[src/rtl/fadd_accum_ctrl.sv]
// fadd_accum_ctrl: accumulates a packet of float beats through an external adder and presents the sum
module fadd_accum_ctrl #(
   parameter int CNT_W = 16
) (
   input  logic             clk,
   input  logic             rstn,
   input  logic             in_valid,
   output logic             in_ready,
   input  logic [31:0]      in_data,
   input  logic             in_last,
   output logic [31:0]      fa_x1,
   output logic [31:0]      fa_x2,
   input  logic [31:0]      fa_y,
   input  logic             fa_ovf,
   output logic             out_valid,
   input  logic             out_ready,
   output logic [31:0]      out_data,
   output logic [CNT_W-1:0] out_count,
   output logic             out_ovf
);
   typedef enum logic [1:0] {IDLE, ACC, HOLD} state_t;
   state_t state_q, state_d;
   logic [31:0] acc_q, acc_d;
   logic [CNT_W-1:0] cnt_q, cnt_d;
   logic ovf_q, ovf_d;
   logic accept;
   assign in_ready  = state_q != HOLD;
   assign accept    = in_valid && in_ready;
   assign fa_x1     = acc_q;
   assign fa_x2     = in_data;
   assign out_valid = state_q == HOLD;
   assign out_data  = out_valid ? acc_q : '0;
   assign out_count = out_valid ? cnt_q : '0;
   assign out_ovf   = out_valid && ovf_q;
   always_comb begin
      state_d = state_q;
      acc_d   = acc_q;
      cnt_d   = cnt_q;
      ovf_d   = ovf_q;
      case (state_q)
         IDLE, ACC: if (accept) begin
            state_d = in_last ? HOLD : ACC;
            // first beat bypasses the adder so its exact bits (including -0) survive
            acc_d   = state_q == IDLE ? in_data : fa_y;
            cnt_d   = state_q == IDLE ? CNT_W'(1) : (&cnt_q ? cnt_q : cnt_q + CNT_W'(1));
            ovf_d   = state_q == ACC && (ovf_q || fa_ovf);
         end
         HOLD: if (out_ready) begin
            state_d = IDLE;
            acc_d   = '0;
            cnt_d   = '0;
            ovf_d   = 1'b0;
         end
         default: state_d = IDLE;
      endcase
   end
   always_ff @(posedge clk or negedge rstn) begin
      if (!rstn) begin
         state_q <= IDLE;
         acc_q   <= '0;
         cnt_q   <= '0;
         ovf_q   <= 1'b0;
      end else begin
         state_q <= state_d;
         acc_q   <= acc_d;
         cnt_q   <= cnt_d;
         ovf_q   <= ovf_d;
      end
   end
endmodule
[config.mk]
export PLATFORM = sky130hd
export DESIGN_NAME = fadd_accum_ctrl
export DESIGN_NICKNAME = d
export VERILOG_FILES = /design/src/rtl/fadd_accum_ctrl.sv
export SDC_FILE = /design/constraint.sdc
export NUM_CORES = 1
export LEC_CHECK = 0
export ABC_AREA = 1
export BUFFER_PORTS_ARGS = -buffer_cell sky130_fd_sc_hd__buf_2
export CORE_MARGIN = 3
export CORE_UTILIZATION = 44
export DETAILED_ROUTE_END_ITERATION = 8
export PLACE_DENSITY = 0.86
export SETUP_SLACK_MARGIN = 0.5
export SLEW_MARGIN = 20
export SYNTH_ARGS = -nofsm -noshare
export SYNTH_HDL_FRONTEND = slang
export SYNTH_SLANG_ARGS = --single-unit
[constraint.sdc]
create_clock -name clk -period 1.7 [get_ports clk]
set_input_delay 0.255 -clock clk [delete_from_list [all_inputs] [get_ports clk]]
set_output_delay 0.255 -clock clk [all_outputs]
set_load 0.005 [all_outputs]
==> summary.md <==
| Metric | Value |
|---|---|
| Max_cap viols | `0` |
| Filler cell count | `approximately 590` |
| Cell area after synthesis | `between 3000 and 4000 um2` |
| Starting density of the core | `a little under half` |
| Setup slack, reg-to-reg | `between 0.03 and 0.04 ns` |
| Antenna Cells | `0` |
| Hold Path Depth | `2` |
| Max VDD drop | `783 uV` |
| Syn nets | `~520` |
| Worst R2R End | `cnt_q[7]$_DFFE_PN0P_` |
| Core ar. | `between 6000 and 7000 um2` |
| Post-route ant nets | `0` |
| Worst endpoint required time | `around 1.9 ns` |
| Synth area leader | `dfrtp_1` |
| Iter 0 DRT Violations | `between 150 and 200` |
| Vias in the first global route | `roughly 3500` |
| Synth Flop Type | `dfrtp_1` |
| Most frequent cell after synthesis | `nor2_1` |
| Origin of the critical flop-to-flop path | `state_q[0]$_DFFE_PN0P_` |
| GRT Total Usage | `24.2%` |
| Syn Inst Count | `444` |
| Critical path buffer and inverter count | `4` |
| Area grow syn2layout | `49.4%` |
| Width of the die | `90.9 um` |
| Synth top cells by count | `nor2_1, inv_1, nand2_1, dfrtp_1, buf_4` |
| Final WL | `~11000 um` |
| Skew-Pair Late Insertion Delay | `slightly above 0.3 ns` |
| Number of H-tree levels | `2` |
| Post-synth top area share | `slightly above 40%` |
| First-pass GRT wire length | `roughly 16000 um` |
| TritonCTS clock tree | `yes` |
| Nets | `between 600 and 700` |
| Routability Congestion | `0.883` |
| Worst hold start | `in_last` |
| Most used cell, CP | `nand2_1` |
| Non-Filler Instances | `slightly above 700` |
| Largest net degree at the start of global routing | `43` |
| Clock Tree Buf Depth | `2` |
| PortBufs | `approximately 180` |
| Worst Reg-to-Reg Cells | `9` |
| Ys async rst share | `between 90% and 100%` |
| Total number of vias | `approximately 3600` |
| Vias per cell | `between 5 and 6` |
| WHS | `0.161 ns` |
| Period utilization | `98.0%` |
| Largest cells by area after synthesis | `dfrtp_1, nor2_1, buf_4, a22oi_1, inv_1` |
| Die H | `approximately 91 um` |
| DP HPWL | `between 6000 and 7000 um` |
| Initial antenna violation count | `0` |
| PwrDens | `1620 nW/um2` |
| Startpoint Class | `flop` |
| Share of layout cells above drive strength 1 | `a little under half` |
| Slowest cell on crit path | `dfrtp_2` |
| Largest stage delay on the critical path | `0.41 ns` |
| Leakage | `around 0.0025 uW` |
| Final setup fails | `0` |
| CP max FO | `8` |
| Post-route setup TNS | `0 ns` |
| Worst path cell trace | `buf_4 > inv_1 > nor3_2 > nand3_2 > nand2_4 > buf_12 > inv_6 > nand2_1 > nand2_1` |
| Seq/Total Area, Yosys | `between 40% and 50%` |
| Total CTS buffers | `5` |
| Pwr Total | `roughly 7700 uW` |
| Avg Inst Size Synth | `approximately 7 um2` |
| Final hold viol count | `0` |
| Number of clock sinks | `51` |
| EDFF count, synth | `0` |
| Fmax | `approximately 600 MHz` |
| First-pass DRT Iterations | `5` |
| GRT Residual Overflow | `0` |
| Setup skew after layout | `about 0.009 ns` |
| Clk root buf | `clkbuf_8` |
| Delay-heaviest family, CP | `simple AND/OR/NAND/NOR gates` |
| RSZ-0062 raised after global routing | `yes` |
| Arr. time, crit path | `around 1.9 ns` |
| WL/cell | `roughly 15 um` |
| Row count | `30` |
| Final Max Tran Viols | `0` |
| HP Class | `in2reg` |
| Run status | `finished clean` |
| Inst Count DP | `between 600 and 700` |
| Worst-margin pin slew | `roughly 0.56 ns` |
| Syn. warnings | `0` |
| Slew margin rel. | `a little over three fifths` |
| Endpoint, Worst Hold | `state_q[0]$_DFFE_PN0P_` |
| Final Critical Period | `~1.7 ns` |
| Setup CP Type | `reg2reg` |
| Distinct cells, synth | `25` |
| Yosys reg bits | `between 50 and 60` |
| Die Footprint | `roughly 8300 um2` |
| Crit. End Element | `flop` |
| DRC Markers | `0` |
| Top Ports | `~190` |
| Worst-path clk slew | `0.10 ns` |
## cells by family (layout without fill, tap and decap cells)
logic type,Yosys count,after routing,share of synthesized area [%]
simple gates,187,187,23.6
xor+xnor,2,2,0.553
fa+ha+maj,1,1,0.395
flops,51,51,40.3
compound gates,86,86,16.3
buf+inv,117,296,18.8
## cells in the final DEF (no fill, tap or decap), drive strengths merged, types with 2 or more instances in the layout
master    synthesis  final
o21ai            19     19
nand2            59     59
clkbuf            9     10
inv              62     62
buf              46    220
nor2            104    104
a22oi            33     33
clkinvlp          0      2
a21oi            33     33
nand3            17     17
dfrtp            51     51
nor3              4      4
xor2              2      2
## metal layers
layer | vias up | routed length [um] | track usage (%) | share of wire [%]
li1 | 1727 | - | - | -
met1 | 1687 | 4200 | 28.7 | 39
met2 | 201 | 5610 | 43.6 | 51
met3 | 21 | 865 | 4.08 | 7.9
met4 | 0 | 234 | 9.05 | 2.1
met5 | - | 0 | 0 | 0
## what timing repair did
item	CTS	global route
endpoints found under the hold margin	23	0
cloned	7	6
hold buffers	1	0
resized for setup	29	36
buffers inserted	12	5
endpoints found under the setup margin	100	102
pin swaps	2	5
## area by class of cell
| cell class | instances | area, um2 | area share, % |
|---|---|---|---|
| clock buffers | 5 | 68.8 | 1.45 |
| inverters | 62 | 243 | 5.13 |
| well taps | 96 | 120 | 2.54 |
| clock inverters | 3 | 20.0 | 0.423 |
| flip-flops and latches | 51 | 1280 | 27.0 |
| multi-input cells | 276 | 1470 | 31.1 |
| repair buffers | 226 | 1540 | 32.4 |
## worst max path at each step
stage | from | endpoint | slack, ns | cells after the start
after global routing | cnt_q[1]$_DFFE_PN0P_ | cnt_q[7]$_DFFE_PN0P_ | -0.05 | 11
after global placement | cnt_q[1]$_DFFE_PN0P_ | cnt_q[7]$_DFFE_PN0P_ | 0.12 | 11
final | state_q[0]$_DFFE_PN0P_ | cnt_q[7]$_DFFE_PN0P_ | 0.03 | 9
after CTS | state_q[0]$_DFFE_PN0P_ | out_data[8] | 0.13 | 5
after detailed placement | cnt_q[1]$_DFFE_PN0P_ | cnt_q[6]$_DFFE_PN0P_ | 0.07 | 11
after floorplan | cnt_q[1]$_DFFE_PN0P_ | cnt_q[6]$_DFFE_PN0P_ | 0.26 | 11
## flip-flops by register name (all words and copies together), names as in the netlist
register / cells
cnt_q: 16
state_q: 2
fa_x1: 32
ovf_q: 1
## power breakdown
part / switching [uW] / leakage (uW) / internal [uW]
logic: 2500 / 0.00186 / 2370
registers: 388 / 0.000629 / 1680
clock network: 431 / 0.0000402 / 288
## per-stage QoR
step	instance area, um2	util [%]	setup slack, ns
after global routing	4740	68.6	-0.0490
after CTS	4470	64.8	0.126
after detailed placement	4050	58.6	0.0689
after global placement	4050	58.6	0.124
final	4740	68.6	0.0338
after floorplan	3270	-	0.258
Power figures use the tool's default switching activity.
